File: src/rtl/control_unit_pkg.sv
// Shared datapath control types, opcodes and state encoding for the mos6502 sequencer.
// Every control field has a named enum so the decode table reads like the datapath.
package control_unit_pkg;

    typedef enum logic [1:0] {INF = 2'd0, EX0 = 2'd1, EX1 = 2'd2} state_t;

    typedef logic [7:0] opc_t;

    typedef enum logic       {NOLOAD, LOAD}           il_t;
    typedef enum logic       {READ, WRITE}            mw_t;
    typedef enum logic       {PC_ADDR, A_ADDR}        mm_t;
    typedef enum logic [1:0] {HOLD, INC, REL, ABS}    ps_t;
    typedef enum logic [2:0] {ANOP, AADD, ASUB, AAND, AORA, AEOR, AINC} alu_t;

    localparam opc_t OPC_LDA_IMM = 8'hA9;
    localparam opc_t OPC_ADC_IMM = 8'h69;
    localparam opc_t OPC_SBC_IMM = 8'hE9;
    localparam opc_t OPC_AND_IMM = 8'h29;
    localparam opc_t OPC_EOR_IMM = 8'h49;
    localparam opc_t OPC_ORA_IMM = 8'h09;
    localparam opc_t OPC_INX     = 8'hE8;
    localparam opc_t OPC_NOP     = 8'hEA;
    localparam opc_t OPC_STA_ZP  = 8'h85;
    localparam opc_t OPC_JMP_ABS = 8'h4C;
    localparam opc_t OPC_BNE     = 8'hD0;

    typedef struct packed {
        logic sync;
        il_t  il;
        mw_t  mw;
        mm_t  mm;
        ps_t  ps;
        alu_t alu;
        logic a_load;
        logic x_load;
        logic ar_load;
    } ctrl_t;

    // Safe bundle: no strobes, memory read, PC held.
    localparam ctrl_t CTRL_IDLE = '{
        sync: 1'b0, il: NOLOAD, mw: READ, mm: PC_ADDR, ps: HOLD,
        alu: ANOP, a_load: 1'b0, x_load: 1'b0, ar_load: 1'b0
    };

endpackage

File: src/rtl/control_unit_decode.sv
// Pure combinational decode: (state, opcode, zflag) -> control bundle and next state.
// Stall, reset and halt gating are applied by the owner of the state register.
module control_decode
    import control_unit_pkg::*;
#(
    parameter bit UNDEF_AS_NOP = 1'b1
) (
    input  state_t state,
    input  opc_t   opcode,
    input  logic   zflag,
    output ctrl_t  ctrl,
    output state_t next_state,
    output logic   undecoded
);

    always_comb begin
        ctrl       = CTRL_IDLE;
        next_state = INF;
        undecoded  = 1'b0;
        case (state)
            INF: begin
                ctrl.sync  = 1'b1;
                ctrl.il    = LOAD;
                ctrl.ps    = INC;
                next_state = EX0;
            end
            EX0: begin
                case (opcode)
                    OPC_LDA_IMM: begin ctrl.a_load = 1'b1; ctrl.ps = INC; end
                    OPC_ADC_IMM: begin ctrl.a_load = 1'b1; ctrl.ps = INC; ctrl.alu = AADD; end
                    OPC_SBC_IMM: begin ctrl.a_load = 1'b1; ctrl.ps = INC; ctrl.alu = ASUB; end
                    OPC_AND_IMM: begin ctrl.a_load = 1'b1; ctrl.ps = INC; ctrl.alu = AAND; end
                    OPC_EOR_IMM: begin ctrl.a_load = 1'b1; ctrl.ps = INC; ctrl.alu = AEOR; end
                    OPC_ORA_IMM: begin ctrl.a_load = 1'b1; ctrl.ps = INC; ctrl.alu = AORA; end
                    OPC_INX:     begin ctrl.x_load = 1'b1; ctrl.alu = AINC; end
                    OPC_NOP:     ;
                    OPC_STA_ZP, OPC_JMP_ABS: begin
                        ctrl.ar_load = 1'b1;
                        ctrl.ps      = INC;
                        next_state   = EX1;
                    end
                    // Taken branch: the PC stage adds the signed offset to PC+1.
                    OPC_BNE:     ctrl.ps = zflag ? INC : REL;
                    default: begin
                        if (!UNDEF_AS_NOP) begin
                            undecoded  = 1'b1;
                            next_state = EX0;
                        end
                    end
                endcase
            end
            EX1: begin
                case (opcode)
                    OPC_STA_ZP: begin ctrl.mm = A_ADDR; ctrl.mw = WRITE; end
                    OPC_JMP_ABS: ctrl.ps = ABS;
                    default: ;
                endcase
            end
            default: ;
        endcase
    end

endmodule

File: src/rtl/control_unit.sv
// Multi-cycle sequencer for the mos6502 core: owns the INF/EX0/EX1 state register,
// the sticky illegal flag, and reset/rdy gating of the decoded control bundle.
module control_unit
    import control_unit_pkg::*;
#(
    parameter bit UNDEF_AS_NOP = 1'b1
) (
    input  logic   clk,
    input  logic   reset,
    input  logic   rdy,
    input  opc_t   opcode,
    input  logic   zflag,
    output il_t    il,
    output mw_t    mw,
    output mm_t    mm,
    output ps_t    ps,
    output alu_t   alu,
    output logic   a_load,
    output logic   x_load,
    output logic   ar_load,
    output logic   sync,
    output logic   illegal,
    output state_t state_dbg
);

    state_t state;
    state_t next_state;
    logic   illegal_q;
    logic   undecoded;
    ctrl_t  dec_ctrl;
    ctrl_t  ctrl;

    control_decode #(.UNDEF_AS_NOP(UNDEF_AS_NOP)) u_decode (
        .state      (state),
        .opcode     (opcode),
        .zflag      (zflag),
        .ctrl       (dec_ctrl),
        .next_state (next_state),
        .undecoded  (undecoded)
    );

    // A halted core (illegal set) keeps every strobe quiet until reset.
    always_comb begin
        ctrl = dec_ctrl;
        if (reset || !rdy || illegal_q) begin
            ctrl = CTRL_IDLE;
        end
    end

    always_ff @(posedge clk) begin
        if (reset) begin
            state     <= INF;
            illegal_q <= 1'b0;
        end else if (rdy && !illegal_q) begin
            state <= next_state;
            if (undecoded) begin
                illegal_q <= 1'b1;
            end
        end
    end

    assign il        = ctrl.il;
    assign mw        = ctrl.mw;
    assign mm        = ctrl.mm;
    assign ps        = ctrl.ps;
    assign alu       = ctrl.alu;
    assign a_load    = ctrl.a_load;
    assign x_load    = ctrl.x_load;
    assign ar_load   = ctrl.ar_load;
    assign sync      = ctrl.sync;
    assign illegal   = illegal_q;
    assign state_dbg = state;

endmodule

File: config.mk
export PLATFORM = sky130hd
export DESIGN_NAME = control_unit
export DESIGN_NICKNAME = d
export VERILOG_FILES = /design/src/rtl/control_unit_pkg.sv /design/src/rtl/control_unit_decode.sv /design/src/rtl/control_unit.sv
export SDC_FILE = /design/constraint.sdc
export NUM_CORES = 1
export LEC_CHECK = 0
export BUFFER_PORTS_ARGS = -buffer_cell sky130_fd_sc_hd__buf_2
export CORE_AREA = 2 2 39 41
export DETAILED_ROUTE_END_ITERATION = 10
export DIE_AREA = 0 0 41 43
export PLACE_DENSITY_LB_ADDON = 0.25
export SYNTH_ARGS = -nofsm -noshare
export SYNTH_HDL_FRONTEND = slang
export SYNTH_HIERARCHICAL = 1
export SYNTH_SLANG_ARGS = --single-unit
File: constraint.sdc
create_clock -name clk -period 1.8 [get_ports clk]
set_input_delay 0.36 -clock clk [delete_from_list [all_inputs] [get_ports clk]]
set_output_delay 0.36 -clock clk [all_outputs]
set_load 0.1 [all_outputs]
==> summary.md, run 1 <==
| Metric | Value |
|---|---|
| Status | finished with violations |
| Failing checks | negative setup slack |
| Simple-gate share of the synthesized area | 64.6% |
| Top cell type's share of synthesized area | 15.1% |
| DRC | 0 |
| Min Hold Slack | 360 ps |
| Worst Path Max Fanout | 3 |
| Slowest Stage Delay on Critical Path | 310 ps |
| Io pins | 27 |
| Synth Net Count | 79 |
| CTS tree | built |
| Antenna violations before repair | 0 |
| RSZ-0062 raised after global routing | yes |
| Worst setup SP type | primary input |
| Net load switching power | 154 uW |
| Crit path cell chain | buf_8 > nor4b_4 > buf_4 > a31oi_4 > a31oi_1 > and2_4 > buf_12 |
| Mean Syn Cell Area | 7.43 sq um |
| Fmax | 519 MHz |
| Netlist cell types | 28 |
| Sw frac | 40.6% |
| Buf/Inv on CP | 3 |
| DP HPWL | 1010 um |
| DRT Pass-1 Iters | 4 |
| Final Critical Period | 1920 ps |
| Routed vias | 618 |
| Die height | 43 um |
| Clock buffer depth | 2 |
| Largest net degree at the start of global routing | 13 |
| Leak | 0.000415 uW |
| Htree depth | 1 |
| Fin. max-slew vios | 0 |
| # fillers | 86 |
| Crit path max-delay family | simple AND/OR/NAND/NOR gates |
| Final WL | 1520 um |
| DRT iter0 DRCs | 21 |
| Sequential-to-total area share from yosys stat | 12.1% |
| GRT met1 Usage | 20.8% |
| Skew final | 0.749 ps |
| Core area | 1380 sq um |
| CP Capture Type | output port |
| Util after Layout | 71.8% |
| M3 GR Usage | 4.19% |
| Final setup margin | -125 ps |
| Most instantiated cells after synthesis | and2_1 (12), nor2_1 (7), buf_4 (6) |
| Synth Area in XOR/XNOR | 0% |
| Clock power frac | 30.4% |
| Cts bufs inserted | 3 |
| Min-delay worst type | primary input to register |
| Initial core utilization | 36.0% |
| # diodes | 0 |
| # hold bufs at CTS | 0 |
| Fin crit share | 107% |
| Top_reg_cell synth | dfxtp_1 |
| Post-synthesis mux area share | 0% |
| Area Growth Syn to Fin | 99.5% |
| Clock transition at path regs | 30 ps |
| # setup viols final | 7 |
| Largest family of logic cells by synthesized area | simple AND/OR/NAND/NOR gates |
| Cell count after synthesis | 67 |
| Flop pwr share | 20.0% |
| Complex-gate fraction of the synthesized area | 11.3% |
| Most numerous cell in the Yosys netlist | and2_1 |
| Crit Path Category | primary input to output port |
| Max-cap viol count | 0 |
| Post-synth EDFFs | 0 |
| Top cells by area, synth | and2_1 (15%), dfxtp_1 (12%), buf_4 (9.0%) |
| Fin nets | 114 |
| Die area | 1760 sq um |
| Area leader, netlist | and2_1 |
| DR WL/cell | 12.9 um |
| Row count | 14 |
| Syn. warnings | 6 |
| Die X | 41 um |
| M2 GR Usage | 27.8% |
| Critical Path AT | 1560 ps |
| Netlist area before placement | 498 sq um |
| Port Buffers | 26 |
| Post-Synth Adder-Cell Area | 0% |
| Synth async-reset ratio | 0% |
| CTS root buffer | clkbuf_4 |
| Number of global-route vias before repair | 559 |
| Layout cells sized above 1 | 64.4% |
| Seq cells post-synth | 3 |
| Drt via density | 5.28 |
| Final ANT Viol Nets | 0 |
| Total global routing track utilization | 18.3% |
| First-pass GRT wire length | 2210 um |
| GPL Wtd Cong | 0.889 |
| Critical path's slowest cell | nor4b_4 |
| Internal | 225 uW |
| GRT overflow | 0 |
| Critical path required time | 1440 ps |
| CTS Sinks | 3 |
| VDD IR max | 0.328 mV |
| Comb power frac | 49.6% |
| Final hold violation count | 0 |
| Pwr dens | 381 nW/um^2 |
| Gr busiest metal | met2 |
| Clock Latency Late Sink | 230 ps |
[cells in the final DEF, fill, tap and decap left out]
| cell type | n |
|---|---|
| nand3b_1 | 1 |
| nor3b_2 | 2 |
| a31oi_4 | 1 |
| buf_4 | 10 |
| a21oi_1 | 3 |
| a31oi_1 | 2 |
| nor2_1 | 7 |
| and2_4 | 7 |
| nand3_1 | 1 |
| nor4b_4 | 2 |
| nand4bb_1 | 2 |
| and2_2 | 5 |
| nor3_1 | 1 |
| conb_1 | 1 |
| and4_1 | 1 |
| clkbuf_4 | 3 |
| nor4b_2 | 1 |
| nand2_1 | 3 |
| buf_2 | 11 |
| o31ai_2 | 1 |
| o21ai_1 | 1 |
| clkbuf_1 | 1 |
| and4bb_2 | 1 |
| buf_8 | 2 |
| nand2b_1 | 3 |
| buf_12 | 12 |
| and3b_2 | 1 |
| nor2b_1 | 1 |
| inv_1 | 3 |
| nand3_2 | 1 |
| nor3b_1 | 1 |
| nor4bb_4 | 1 |
| buf_6 | 1 |
| nand4_1 | 2 |
| dfxtp_4 | 2 |
| o21ai_0 | 2 |
| dfxtp_2 | 1 |
[registers in the layout, summed over array words and instances (netlist names)]
register,flops
state_dbg,2
illegal,1
[routing by layer]
metal  routed length, um  vias to the layer above  share of wire [%]
met3                 117                        4                7.7
met2                 808                       39                 53
met5                   0                        -                  0
met4                  25                        0                1.7
met1                 563                      272                 37
li1                    -                      303                  -
[per-stage QoR]
| stage | setup WS, ps | TNS, ps | instances | total power, uW | instance area (sq um) |
|---|---|---|---|---|---|
| after detailed placement | -117 | -538 | 109 | 239 | 856 |
| after CTS | -87.0 | -144 | 114 | 372 | 930 |
| after global placement | -110 | -411 | 109 | 236 | 856 |
| after floorplan | 5.56 | 0 | 67 | 183 | 526 |
| final | -125 | -408 | 117 | 379 | 993 |
| after global routing | -190 | -889 | 117 | 395 | 993 |
[path summary, 6_finish.rpt]
kind | startpoint | end | slack, ps | depth (start not counted)
max | opcode[2] | ps[0] | -120 | 7
min | reset | illegal | 360 | 2
max reg2reg | state_dbg[1] | state_dbg[1] | 600 | 7
min reg2reg | state_dbg[1] | state_dbg[1] | 530 | 2
[power groups by stage]
stage / clock network, uW / registers [uW] / logic (uW)
2_1_floorplan: 0 / 103 / 80.4
3_3_place_gp: 0 / 76.3 / 160
3_5_place_dp: 0 / 76.7 / 162
4_1_cts: 122 / 76.0 / 173
5_1_grt: 123 / 76.6 / 196
6_report: 115 / 75.8 / 188
[kinds of logic after synthesis]
| group | Yosys count |
|---|---|
| buffers and inverters | 9 |
| and+or+nand+nor | 44 |
| other | 1 |
| AOI/OAI and AO/OA | 10 |
| DFF | 3 |
[final cells by class]
type	instances	area, sq um	share of cell area (%)
inverter	3	11.3	1.13
multi-input combinational	55	455	45.8
clock buffer	4	26.3	2.64
tap	16	20.0	2.02
timing repair buffer	36	412	41.4
sequential	3	68.8	6.93
[timing repair]
item / in CTS / in global routing
buffers inserted: 1 / 3
cloned: 0 / 0
pin swaps: 2 / 6
resized for setup: 8 / 11
endpoints found under the setup margin: 8 / 9
[worst register-to-register path: stages, from the launching register on]
cell	delay, ps
dfxtp_4	350
inv_1	100
nand2_1	100
nor2_1	170
buf_4	130
buf_4	90
nand4bb_1	90
o21ai_0	80
Note: power is estimated with default switching activity, not from simulation.
==> inputs of run 2 (changes only) <==
--- a/config.mk
+++ b/config.mk
@@ -6,9 +6,8 @@
 export NUM_CORES = 1
 export LEC_CHECK = 0
 export BUFFER_PORTS_ARGS = -buffer_cell sky130_fd_sc_hd__buf_2
-export CORE_AREA = 2 2 39 41
+export CORE_UTILIZATION = 38
 export DETAILED_ROUTE_END_ITERATION = 10
-export DIE_AREA = 0 0 41 43
 export PLACE_DENSITY_LB_ADDON = 0.25
 export SYNTH_ARGS = -nofsm -noshare
 export SYNTH_HDL_FRONTEND = slang
==> constraint.sdc (replaced) <==
create_clock -name clk -period 1.6 [get_ports clk]
set_input_delay 0.32 -clock clk [delete_from_list [all_inputs] [get_ports clk]]
set_output_delay 0.32 -clock clk [all_outputs]
set_load 0.1 [all_outputs]
==> run 2 against run 1 <==
Net effect: via count rose by 2.6%; final area is 1.3% higher; the flow still finishes with violations (negative setup slack); combinational power grew 18%; first-iteration DRC count fell by 4.8%.
==> summary.md, run 2 (synthesized netlist as in run 1, its figures left out) <==
| Metric | Value |
|---|---|
| Status | finished with violations |
| Failing checks | negative setup slack |
| # diodes | 0 |
| Row count | 12 |
| Most frequent cells in the layout | and2_4 (12), buf_12 (12), buf_4 (10), buf_2 (10), nor2_1 (6) |
| # setup viols final | 12 |
| Initial core utilization | 43.1% |
| Routed vias | 634 |
| Hold Path Depth | 2 |
| Crit Path Category | primary input to output port |
| Min-delay worst type | primary input to register |
| Drt via density | 5.47 |
| Io pins | 27 |
| Cts bufs inserted | 3 |
| Clock Latency Late Sink | 230 ps |
| Pwr dens | 439 nW/um^2 |
| DRC | 0 |
| Final setup margin | -254 ps |
| GPL Wtd Cong | 0.767 |
| Worst setup SP type | primary input |
| Final WL | 1840 um |
| Fin. max-slew vios | 0 |
| Core area | 1160 sq um |
| Die height | 38.2 um |
| Cell count of the worst reg-to-reg path | 6 |
| Final cell count without fillers | 116 |
| DR top layer | met4 |
| Clock buffer depth | 2 |
| Total global routing track utilization | 25.9% |
| GRT overflow | 0 |
| Layout cells sized above 1 | 64.7% |
| DRT Pass-1 Iters | 4 |
| RSZ-0062 raised after global routing | yes |
| Area Growth Syn to Fin | 102% |
| Number of global-route vias before repair | 610 |
| First-pass GRT wire length | 2570 um |
| Final hold violation count | 0 |
| Met3 WL | 103 um |
| FF-to-FF Start | state_dbg[1] |
| Skew final | 7.48 ps |
| Util after Layout | 87.0% |
| Cells after DPL | 108 |
| CTS root buffer | clkbuf_4 |
| Htree depth | 1 |
| Fmax | 539 MHz |
| Antenna violations before repair | 0 |
| Die area | 1460 sq um |
| Crit. Startpoint | opcode[2] |
| Die X | 38.2 um |
| CTS Sinks | 3 |
| Worst Path Max Fanout | 5 |
| Fin crit share | 116% |
| DP HPWL | 1190 um |
| CP Capture Type | output port |
| Met1 Wirelength | 692 um |
| Worst r2r dst | state_dbg[1] |
| Largest register FFs | 2 |
| CTS tree | built |
| Critical path required time | 1280 ps |
| Reg2reg setup slack | 430 ps |
| DRT iter0 DRCs | 20 |
| Place WS | -302 ps |
| Fin nets | 115 |
| Max-cap viol count | 0 |
| Worst setup endpoint | alu[0] |
| VDD IR max | 0.667 mV |
| Routed wl met2 | 1000 um |
| Clock transition at path regs | 40 ps |
| Final ANT Viol Nets | 0 |
| Final Critical Period | 1850 ps |
| Leak | 0.000423 uW |
| Largest net degree at the start of global routing | 7 |
| Min Hold Slack | 337 ps |
| Critical Path AT | 1530 ps |
| DR WL/cell | 15.8 um |
| Port Buffers | 26 |
run 2: worst min-delay path by stage:
stage / start / end
global placement: illegal / illegal
detailed placement: state_dbg[1] / state_dbg[1]
floorplan: reset / illegal
CTS: reset / illegal
global route: reset / illegal
finish: reset / illegal
run 2: critical path: stages:
cell     delay, ps
buf_8          100
nor4b_4        330
nand3_2        190
nor4b_2        230
and2_4         190
buf_12         170
run 2: layout make-up:
type	count	area, sq um
clock buffers	4	26.3
fillers	65	150
inverters	3	11.3
multi-input cells	55	454
flip-flops and latches	3	71.3
well taps	14	17.5
repair buffers	37	425
run 2: repair_timing:
| item | in CTS | in global routing |
|---|---|---|
| setup buffers | 1 | 2 |
| cloned | 1 | 0 |
| setup endpoints to repair | 12 | 12 |
| hold buffers | 0 | 0 |
| resized for setup | 24 | 1 |
| pin swaps | 10 | 2 |
run 2: where the power goes:
group          total, uW  switching, uW  leakage [uW]  internal, uW
Clock                135           41.4     0.0000150          93.6
Sequential          84.8           7.19     0.0000267          77.6
Combinational        222            133      0.000382          88.4
Total                442            182      0.000423           260
run 2: per-stage QoR:
stage               TNS (ps)  power, uW  area, sq um
finish                 -1410        442         1010
global route           -2060        465         1010
CTS                    -1360        439          988
detailed placement     -1940        275          872
global placement       -1430        270          872
floorplan               -669        208          537
run 2: layer usage:
layer | up-vias | global-route usage [%]
met5 | - | 0
met4 | 0 | 11.6
met1 | 290 | 24.8
met3 | 4 | 4.07
met2 | 36 | 52.1
li1 | 304 | -
